[src/rtl/spi_mem_ctrl.sv]
// spi_mem_ctrl: serves the control word's memory field (MEM_READ / MEM_WRITE)
// by running one complete single-byte frame to an external 23LC-style SPI SRAM
// in mode 0. It replaces on-chip memory between the address mux and MUX_MEM.
// The control unit stalls while BusyxSO is high.

package controlpack;
  typedef enum logic [1:0] {
    MEM_NOP   = 2'd0,
    MEM_READ  = 2'd1,
    MEM_WRITE = 2'd2
  } mem_ctrl_op_e;
endpackage

module spi_mem_ctrl
  import controlpack::*;
#(
  parameter int ADDR_W  = 9,   // 1..16, zero-extended to the 16-bit SPI address
  parameter int CLK_DIV = 2    // system cycles per SCK half-period, >= 1
) (
  input  logic              ClkxCI,
  input  logic              RstxRI,
  input  logic [1:0]        MemOpxSI,
  input  logic [ADDR_W-1:0] AddrxDI,
  input  logic [7:0]        WrDataxDI,
  output logic [7:0]        RdDataxDO,
  output logic              BusyxSO,
  output logic              DonexSO,
  output logic              SpiCsnxSO,
  output logic              SpiSckxSO,
  output logic              SpiMosixDO,
  input  logic              SpiMisoxDI
);

  localparam int DIV_W = (CLK_DIV > 1) ? $clog2(CLK_DIV) : 1;
  localparam logic [DIV_W-1:0] DIV_LAST = DIV_W'(CLK_DIV - 1);

  typedef enum logic [1:0] {
    IDLE  = 2'd0,
    SHIFT = 2'd1,
    HOLD  = 2'd2
  } state_e;

  state_e           state_q;
  logic [30:0]      frame_q;    // bits still to be sent after the one on MOSI
  logic [7:0]       rx_q;       // most recent eight MISO samples
  logic [4:0]       bitCnt_q;
  logic [DIV_W-1:0] divCnt_q;
  logic             isRead_q;
  logic             csn_q;
  logic             sck_q;
  logic             mosi_q;
  logic             done_q;
  logic [7:0]       rdData_q;

  logic        rdReq;
  logic        wrReq;
  logic [31:0] newFrame;

  // Decode the request; encoding 3 matches neither and is treated as a NOP.
  assign rdReq    = (MemOpxSI == MEM_READ);
  assign wrReq    = (MemOpxSI == MEM_WRITE);
  assign newFrame = {rdReq ? 8'h03 : 8'h02, 16'(AddrxDI), rdReq ? 8'h00 : WrDataxDI};

  assign RdDataxDO  = rdData_q;
  assign BusyxSO    = (state_q != IDLE);
  assign DonexSO    = done_q;
  assign SpiCsnxSO  = csn_q;
  assign SpiSckxSO  = sck_q;
  assign SpiMosixDO = mosi_q;

  // Transaction FSM: accept in IDLE, clock out 32 bits in SHIFT, keep CSn low
  // for one extra half-period in HOLD, then complete with a DonexSO pulse.
  always_ff @(posedge ClkxCI) begin
    if (RstxRI) begin
      state_q  <= IDLE;
      frame_q  <= '0;
      rx_q     <= '0;
      bitCnt_q <= '0;
      divCnt_q <= '0;
      isRead_q <= 1'b0;
      csn_q    <= 1'b1;
      sck_q    <= 1'b0;
      mosi_q   <= 1'b0;
      done_q   <= 1'b0;
      rdData_q <= '0;
    end else begin
      done_q <= 1'b0;
      unique case (state_q)
        IDLE: begin
          if (rdReq || wrReq) begin
            state_q  <= SHIFT;
            frame_q  <= newFrame[30:0];
            mosi_q   <= newFrame[31];
            isRead_q <= rdReq;
            csn_q    <= 1'b0;
            sck_q    <= 1'b0;
            bitCnt_q <= '0;
            divCnt_q <= '0;
          end
        end
        SHIFT: begin
          if (divCnt_q == DIV_LAST) begin
            divCnt_q <= '0;
            if (!sck_q) begin
              sck_q <= 1'b1;
              rx_q  <= {rx_q[6:0], SpiMisoxDI};
            end else begin
              sck_q    <= 1'b0;
              bitCnt_q <= bitCnt_q + 5'd1;
              frame_q  <= {frame_q[29:0], 1'b0};
              if (bitCnt_q == 5'd31) begin
                state_q <= HOLD;
                mosi_q  <= 1'b0;
              end else begin
                mosi_q <= frame_q[30];
              end
            end
          end else begin
            divCnt_q <= divCnt_q + DIV_W'(1);
          end
        end
        HOLD: begin
          if (divCnt_q == DIV_LAST) begin
            divCnt_q <= '0;
            state_q  <= IDLE;
            csn_q    <= 1'b1;
            done_q   <= 1'b1;
            if (isRead_q) begin
              rdData_q <= rx_q;
            end
          end else begin
            divCnt_q <= divCnt_q + DIV_W'(1);
          end
        end
        default: begin
          state_q <= IDLE;
        end
      endcase
    end
  end

endmodule

[config.mk]
export PLATFORM = sky130hd
export DESIGN_NAME = spi_mem_ctrl
export DESIGN_NICKNAME = d
export VERILOG_FILES = /design/src/rtl/spi_mem_ctrl.sv
export SDC_FILE = /design/constraint.sdc
export NUM_CORES = 1
export LEC_CHECK = 0
export CELL_PAD_IN_SITES_DETAIL_PLACEMENT = 1
export CELL_PAD_IN_SITES_GLOBAL_PLACEMENT = 1
export CORE_ASPECT_RATIO = 1.75
export CORE_MARGIN = 4
export CORE_UTILIZATION = 43
export DETAILED_ROUTE_END_ITERATION = 7
export GPL_ROUTABILITY_DRIVEN = 0
export PLACE_DENSITY_LB_ADDON = 0.15
export SYNTH_ARGS = -nofsm -noshare
export SYNTH_HDL_FRONTEND = slang
export SYNTH_SLANG_ARGS = --single-unit
export TNS_END_PERCENT = 100
[constraint.sdc]
create_clock -name ClkxCI -period 1.9 [get_ports ClkxCI]
set_input_delay 0.285 -clock ClkxCI [delete_from_list [all_inputs] [get_ports ClkxCI]]
set_output_delay 0.285 -clock ClkxCI [all_outputs]
set_load 0.03 [all_outputs]
## Word-level counts from Yosys, hierarchy flattened

Index checks and enable logic that the tools add are counted.

- Add/subtract/negate cells: 2
- Eq/ne operators: 10
- Mux-type cells: 30
- Bitwise gates (word level): 2
- Reductions and logical operators: 16

Operators by type and width:

| cell | number |
|---|---|
| $mux W31 | 3 |
| $pmux W31 S2 | 1 |
| $mux W5 | 3 |
| $reduce_and A3 Y1 | 4 |
| $mux W1 | 11 |
| $mux W2 | 5 |
| $ne A2 B2 Y1 const B | 5 |
| $pmux W5 S2 | 1 |
| $mux W8 | 1 |
| $pmux W1 S2 | 4 |
| $reduce_bool A2 Y1 | 4 |
| $pmux W2 S3 | 1 |
| $add A5 B1 Y5 const B | 1 |
| $eq A5 B5 Y1 const B | 1 |
| $reduce_and A5 Y1 | 1 |
| $eq A2 B1 Y1 const B | 2 |
| $eq A2 B2 Y1 const B | 2 |
| $reduce_and A2 Y1 | 2 |
| $reduce_and A4 Y1 | 1 |
| $reduce_or A2 Y1 | 2 |
| $logic_not A2 Y1 | 1 |
| $not A1 Y1 | 2 |
| $add A1 B1 Y1 const B | 1 |
| $logic_or A1 B1 Y1 | 1 |

- Bits in registers: 60
- Input bits: 22
- Output and inout bits: 13

## Longest topological paths before layout

Gate-level depths: netlist of run 1.

- Depth in word-level cells: 5
- Mapped depth: 8

## Worst setup path after synthesis of run 1

No wires, ideal clock.

- Path type: flip-flop to flip-flop
- Start point: reg state_q[0]
- End point: reg bitCnt_q[3]
- Setup time: 0.121 ns
- Arrival: 1.635 ns
- Slack: 0.144 ns
- Stages on the path, launching flop included: 8
- Period minus slack after synthesis: 1.756 ns
- Cells stage by stage: dfxtp_1 -> inv_1 -> ha_1 -> buf_6 -> and2_4 -> buf_6 -> nor4_2 -> mux2_2

- Word-level cells in the longest chain between the ends: 3
- Elaborated cells on any way between the ends: 8
- Classes of those cells: 4 x eq/ne; 1 x mux; 3 x reduce/logical

Ends and longest elaborated chain:

| element | RTL line | text |
|---|---|---|
| start: declaration | 43 | `state_e state_q;` |
| start signal: assignment | 75 | `state_q <= IDLE;` |
| start signal: assignment | 91 | `state_q <= SHIFT;` |
| start signal: assignment | 112 | `state_q <= HOLD;` |
| $eq A2 B1 Y1 or $logic_not A2 Y1 (tied branches) | 88 | `unique case (state_q)` |
| $ne A2 B2 Y1 (no line) or $reduce_bool A2 Y1 (tied branches) | n/a |  |
| $reduce_and A4 Y1 (no line) | n/a |  |
| end signal: assignment | 109 | `bitCnt_q <= bitCnt_q + 5'd1;` |
| end: declaration | 46 | `logic [4:0] bitCnt_q;` |

Several ways; a longest one is shown, not always the timed one.
A chain may end at the register's enable or synchronous reset.

## Worst setup path in the final report of run 1

Ends and elaborated chain as after synthesis.

==> impl_metrics.env, run 1 <==
export IMPL_status="complete, no violations"
export IMPL_power_density_nw_per_um2=1360
export IMPL_required_ns=2.13
export IMPL_min_to="isRead_q"
export IMPL_crit_type="flop to flop"
export IMPL_ant_nets=0
export IMPL_r2r_slack_ns=0.13
export IMPL_cts_root_buf="clkbuf_8"
export IMPL_fin_nets=327
export IMPL_worstPathArrival_ns=2.00
export IMPL_netlist_top_cells_count="60 x dfxtp_1, 28 x mux2i_1, 18 x nor2_1"
export IMPL_track_usage_pct=18.3
export IMPL_rows=37
export IMPL_synth_cell_types=43
export IMPL_timing_hold_ws_ns=0.457
export IMPL_die_area_sq_um=7510
export IMPL_drt_pass1_iter_count=4
export IMPL_nFillCells=676
export IMPL_h_tree_depth=3
export IMPL_ir_worst_vdd_uv=757
export IMPL_critPathTopFamily="simple AND/OR/NAND/NOR gates"
export IMPL_startpoint_type="flop"
export IMPL_wirelength_um=6180
export IMPL_clk_latency_ns=0.34
export IMPL_period_minus_slack_ns=1.77
export IMPL_syn_nets=282
export IMPL_critPathSlowestCell="dfxtp_1"
export IMPL_yosysMostFrequentCell="dfxtp_1"
export IMPL_core_area_sq_um=5930
export IMPL_synth_ff_type="dfxtp_1"
export IMPL_finalHoldViolCount=0
export IMPL_setup_violations=0
export IMPL_cp_slowest_stage_delay_ns=0.39
export IMPL_via_count=2105
export IMPL_drive_gt1_share_pct=15.3
export IMPL_start_util_pct=44.6
export IMPL_rsz0062_at_grt="false"
export IMPL_first_global_vias=2319
export IMPL_cts_reportedPaths_clkPinSlew_ns=0.07
export IMPL_hpwl_um=4380
export IMPL_syn_area_sq_um=2640
export IMPL_yosysTopAreaCellShare_pct=45.5
export IMPL_timing_final_crit_share_pct=93.1
export IMPL_synth_top_cell_by_area="dfxtp_1"
export IMPL_hp_start="isRead_q"
export IMPL_finalPower_w=0.00452
export IMPL_grt_max_degree=22
export IMPL_power_leakage_nw=1.38
export IMPL_antenna_found_initial=0
export IMPL_cp_max_fo=7
export IMPL_crit_chain="inv_1 -> ha_1 -> and2_4 -> nor4_2 -> mux2_2"
export IMPL_ff2ff_path_depth=5
export IMPL_drc=0
export IMPL_tritoncts="done"
export IMPL_cts_sinks=60
export IMPL_die_w_um=67.3
export IMPL_grt_pass1_wl_um=10600
export IMPL_cap_violations=0
export IMPL_hold_path_class="flop to flop"
export IMPL_gr_total_overflow=0
export IMPL_r2r_start="state_q[0]"
export IMPL_wl_per_cell_um=16.3
export IMPL_synthArstFlopShare_pct=0
export IMPL_multi_input_area_sq_um=1270
export IMPL_slew_headroom_pct=73.4
export IMPL_viasPerCell=5.55
export IMPL_drt_iter0_markers=67
export IMPL_drv_slew=0
export IMPL_portBuffers=34
export IMPL_regArea_sq_um=1200
export IMPL_max_freq_mhz=565
export IMPL_fin_tns_setup_ns=0
export IMPL_antenna_cells=0
export IMPL_syn_inst=252
export IMPL_post_place_cells=364
export IMPL_synth_area_leaders="dfxtp_1 45%, mux2i_1 11%, a211oi_1 4.8%"
export IMPL_worst_slew_pin_slew_ns=0.399
export IMPL_cts_max_path_buffers=2
export IMPL_postCtsSetupBuffers=0
export IMPL_ys_ff_latch=60
export IMPL_holdPathStages=2
export IMPL_die_y_um=112
export IMPL_numCtsBuffers=9
export IMPL_io_pins=35
export IMPL_skew_ns=0.00966
export IMPL_syn_area_per_cell_sq_um=10.5
export IMPL_areaGrowthSynthToFinish_pct=25.7
export IMPL_ys_warn_count=0
export IMPL_stdcell_count=379
export IMPL_end_kind="flop"
export IMPL_synth_seq_area_share_pct=45.5
export IMPL_crit_buf_inv=1
export IMPL_r2r_end="bitCnt_q[3]"
export IMPL_synth_edf_count=0
==> where the power goes <==
group	leakage, nW	total, W	internal, W	switching (W)
Clock	0.0935	0.00110	0.000634	0.000468
Combinational	0.796	0.00183	0.000818	0.00101
Sequential	0.488	0.00159	0.00145	0.000139
Total	1.38	0.00452	0.00290	0.00162
==> timing repair <==
| action | CTS | global route |
|---|---|---|
| gates resized for setup | 3 | 1 |
| hold buffers | 0 | 0 |
| setup endpoints to repair | 2 | 1 |
==> metrics by stage <==
stage	cell area [sq um]	util [%]	setup WS, ns
5_1_grt	3320	56.1	0.00606
3_3_place_gp	3140	53.1	-0.121
4_1_cts	3330	56.1	0.0180
2_1_floorplan	2640	-	0.144
6_report	3320	56.1	0.131
3_5_place_dp	3140	53.1	-0.156
==> sequential cells by signal, summed over array words and instances (netlist names) <==
register / count
DonexSO: 1
SpiCsnxSO: 1
frame_q: 31
SpiSckxSO: 1
RdDataxDO: 8
isRead_q: 1
bitCnt_q: 5
rx_q: 8
SpiMosixDO: 1
state_q: 2
divCnt_q: 1
==> worst min-delay path, stage by stage (launching register included) <==
cell and delay, ns:
dfxtp_1 0.31, nand2_1 0.05, a21oi_1 0.05
==> kinds of logic (layout without fill, tap and decap cells) <==
logic type | Yosys count | in the layout | synth area share, %
compound gates | 77 | 77 | 22.2
flops | 60 | 60 | 45.5
simple gates | 49 | 49 | 10.7
mux | 30 | 30 | 11.5
buf+inv | 28 | 77 | 6.44
fa+ha+maj | 8 | 8 | 3.79
==> final cells by class <==
cell class | count | area share, %
clock buffer | 13 | 4.48
multi-input combinational | 164 | 38.3
timing repair buffer | 55 | 16.3
sequential | 60 | 36.2
inverter | 7 | 0.791
clock inverter | 2 | 1.05
tap | 78 | 2.94
==> layer usage <==
| layer | track usage, % | part of all wire (%) | up-vias | wire (um) |
|---|---|---|---|---|
| met2 | 32.0 | 55 | 30 | 3430 |
| met4 | 8.94 | 2.0 | 0 | 122 |
| met5 | 0 | 0 | - | 0 |
| met3 | 4.74 | 3.1 | 11 | 190 |
| met1 | 19.7 | 39 | 1040 | 2440 |
| li1 | - | - | 1024 | - |
==> how the worst max path moves through the flow <==
| stage | end | from | depth (start not counted) |
|---|---|---|---|
| 3_3_place_gp | bitCnt_q[3] | MemOpxSI[1] | 6 |
| 2_1_floorplan | bitCnt_q[3] | state_q[0] | 7 |
| 6_report | bitCnt_q[3] | state_q[0] | 5 |
| 3_5_place_dp | bitCnt_q[3] | MemOpxSI[1] | 6 |
| 4_1_cts | BusyxSO | state_q[0] | 4 |
| 5_1_grt | frame_q[1] | state_q[1] | 7 |
==> placed cells by master (no fill, tap or decap), types with 3 or more instances in the layout <==
cell type / netlist / layout
inv_1: 7 / 7
a21oi_1: 6 / 6
nor3b_1: 3 / 3
clkdlybuf4s50_1: 0 / 32
nor2_1: 18 / 18
buf_4: 4 / 17
nand3_1: 4 / 4
dfxtp_1: 60 / 60
a22oi_1: 7 / 7
nand2b_1: 4 / 4
a211oi_1: 17 / 17
clkbuf_1: 6 / 3
ha_1: 8 / 8
a22o_1: 14 / 14
mux2i_1: 28 / 28
buf_12: 0 / 4
o21ai_0: 4 / 4
clkbuf_8: 0 / 10
nand2_1: 5 / 5
a31oi_1: 17 / 17
Power figures use the tool's default switching activity.
==> run 2, diff against run 1 <==
--- a/config.mk
+++ b/config.mk
@@ -12,6 +12,7 @@
 export CORE_UTILIZATION = 43
 export DETAILED_ROUTE_END_ITERATION = 7
 export GPL_ROUTABILITY_DRIVEN = 0
+export GPL_TIMING_DRIVEN = 0
 export PLACE_DENSITY_LB_ADDON = 0.15
 export SYNTH_ARGS = -nofsm -noshare
 export SYNTH_HDL_FRONTEND = slang
==> run 2 against run 1 <==
  * Utilization shrank 0.57 points
  * Clock power fell by 9%
  * Clock skew is 0.0024 ns lower
  * Highest routed layer unchanged
  * Global-route usage rose by 0.46 points
  * Critical path type unchanged
  * Die area unchanged
  * Via count is 0.48% higher
  * Total power down 1.5%
  * Setup slack worse by 0.053 ns
  * Largest power group unchanged
  * Cell area is 1.0% lower
  * Maximum frequency decreased by 2.9%
  * Routed wire length up 3.4%
  * Hold slack gained 0.016 ns
==> impl_metrics.env, run 2 (same netlist as run 1, synthesis figures left out) <==
export IMPL_slew_headroom_pct=63.3
export IMPL_portBuffers=33
export IMPL_p_switching_w=0.00166
export IMPL_first_global_vias=2220
export IMPL_drt_iter0_markers=116
export IMPL_seqPwrFrac_pct=35.3
export IMPL_crit_chain="inv_1 -> ha_1 -> buf_6 -> and2_4 -> buf_6 -> nor4_4 -> mux2_2"
export IMPL_track_usage_pct=18.8
export IMPL_cts_root_buf="clkbuf_8"
export IMPL_core_area_sq_um=5930
export IMPL_rsz0062_at_grt="false"
export IMPL_die_w_um=67.3
export IMPL_multi_input_area_sq_um=1300
export IMPL_antenna_cells=0
export IMPL_numCtsBuffers=9
export IMPL_required_ns=2.12
export IMPL_gr_total_overflow=0
export IMPL_drt_pass1_iter_count=4
export IMPL_wl_met2_um=3510
export IMPL_crit_top_cell="buf_6"
export IMPL_drv_slew=0
export IMPL_grt_pass1_wl_um=10800
export IMPL_p_int_w=0.00279
export IMPL_status="complete, no violations"
export IMPL_cp_slowest_stage_delay_ns=0.36
export IMPL_wl_per_cell_um=16.8
export IMPL_critPathTopFamily="simple AND/OR/NAND/NOR gates"
export IMPL_ant_nets=0
export IMPL_cts_reportedPaths_clkPinSlew_ns=0.06
export IMPL_period_minus_slack_ns=1.82
export IMPL_largest_register_ffs=31
export IMPL_io_pins=35
export IMPL_fin_tns_setup_ns=0
export IMPL_top_layer="met4"
export IMPL_wirelength_um=6390
export IMPL_cts_max_path_buffers=2
export IMPL_clk_latency_ns=0.33
export IMPL_areaGrowthSynthToFinish_pct=24.4
export IMPL_regMostFlops="frame_q"
export IMPL_power_density_nw_per_um2=1350
export IMPL_hpwl_um=4620
export IMPL_regArea_sq_um=1210
export IMPL_critPathSlowestCell="dfxtp_4"
export IMPL_via_count=2115
export IMPL_grt_max_degree=11
export IMPL_clockPowerShare_pct=22.5
export IMPL_h_tree_depth=3
export IMPL_finalHoldViolCount=0
export IMPL_final_util_pct=55.5
export IMPL_tritoncts="done"
export IMPL_cts_sinks=60
export IMPL_final_common_cell="dfxtp_1"
export IMPL_cap_violations=0
export IMPL_ir_worst_vdd_uv=730
export IMPL_skew_ns=0.00721
export IMPL_worst_slew_pin_slew_ns=0.550
export IMPL_setup_violations=0
export IMPL_fin_nets=328
export IMPL_crit_type="flop to flop"
export IMPL_hold_path_class="flop to flop"
export IMPL_drc=0
export IMPL_viasPerCell=5.57
export IMPL_ctsHoldBuffers=0
export IMPL_end_kind="flop"
export IMPL_timing_final_crit_share_pct=95.9
export IMPL_max_freq_mhz=549
export IMPL_worstPathArrival_ns=2.05
export IMPL_crit_buf_inv=3
export IMPL_p_sw_share_pct=37.3
export IMPL_combinationalPowerShare_pct=42.2
export IMPL_rows=37
export IMPL_start_util_pct=44.6
export IMPL_die_area_sq_um=7510
export IMPL_met3WireLength_um=161
export IMPL_cp_max_fo=10
export IMPL_die_y_um=112
export IMPL_nFillCells=699
export IMPL_antenna_found_initial=0
export IMPL_final_cell_mix="58 x dfxtp_1, 31 x clkdlybuf4s50_1, 28 x mux2i_1"
export IMPL_power_leakage_nw=1.35
export IMPL_wl_met1_um=2570
export IMPL_drive_gt1_share_pct=16.6
export IMPL_startpoint_type="flop"
run 2: changes by cell type in the layout (fill, tap and decap cells not counted), sizes merged:
cell,before,now
buf,21,17
bufinv,1,0
clkbuf,14,19
clkdlybuf4s15,0,1
clkdlybuf4s50,32,31
clkinv,1,2
run 2: final timing paths:
check,from,to,slack (ns),cells after the start
worst max-delay path,state_q[0],bitCnt_q[3],0.08,7
worst min-delay path,frame_q[20],frame_q[21],0.47,1
worst max register to register,state_q[0],bitCnt_q[3],0.08,7
worst min register to register,frame_q[20],frame_q[21],0.47,1
run 2: per-layer routing:
| layer | vias to the layer above | global-route usage, % |
|---|---|---|
| met5 | - | 0 |
| met2 | 40 | 31.3 |
| met3 | 12 | 3.33 |
| met1 | 1033 | 22.0 |
| li1 | 1030 | - |
| met4 | 0 | 10.3 |
run 2: what timing repair did:
item / in CTS / in global routing
buffers inserted: 2 / 0
gates resized for setup: 4 / 13
setup endpoints to repair: 13 / 32
cloned: 0 / 0
pin swaps: 1 / 0
run 2: final cells by class:
class | instances | share of cell area, %
buffer | 21 | 4.49
inverter | 7 | 0.799
multi-input combinational | 164 | 39.5
sequential | 60 | 36.7
tap | 78 | 2.97
clock inverter | 2 | 0.304
clock buffer | 13 | 4.83
timing repair buffer | 35 | 10.5
run 2: power by group through the flow:
stage / registers, W / clock network (W) / logic [W]
6_report: 0.00157 / 0.00100 / 0.00188
3_5_place_dp: 0.00159 / 0 / 0.00179
3_3_place_gp: 0.00158 / 0 / 0.00175
4_1_cts: 0.00157 / 0.00102 / 0.00184
5_1_grt: 0.00159 / 0.00109 / 0.00207
2_1_floorplan: 0.00158 / 0 / 0.00135
run 2: per-stage QoR:
step	total power [W]	cell area, sq um	std cells	worst slack (ns)	hold slack, ns
floorplan	0.00292	2640	252	0.144	0.429
global placement	0.00334	3070	363	-0.426	0.453
detailed placement	0.00338	3070	363	-0.427	0.462
CTS	0.00443	3250	380	0.0188	0.474
global route	0.00474	3290	380	0.000742	0.497
finish	0.00445	3290	380	0.0777	0.473
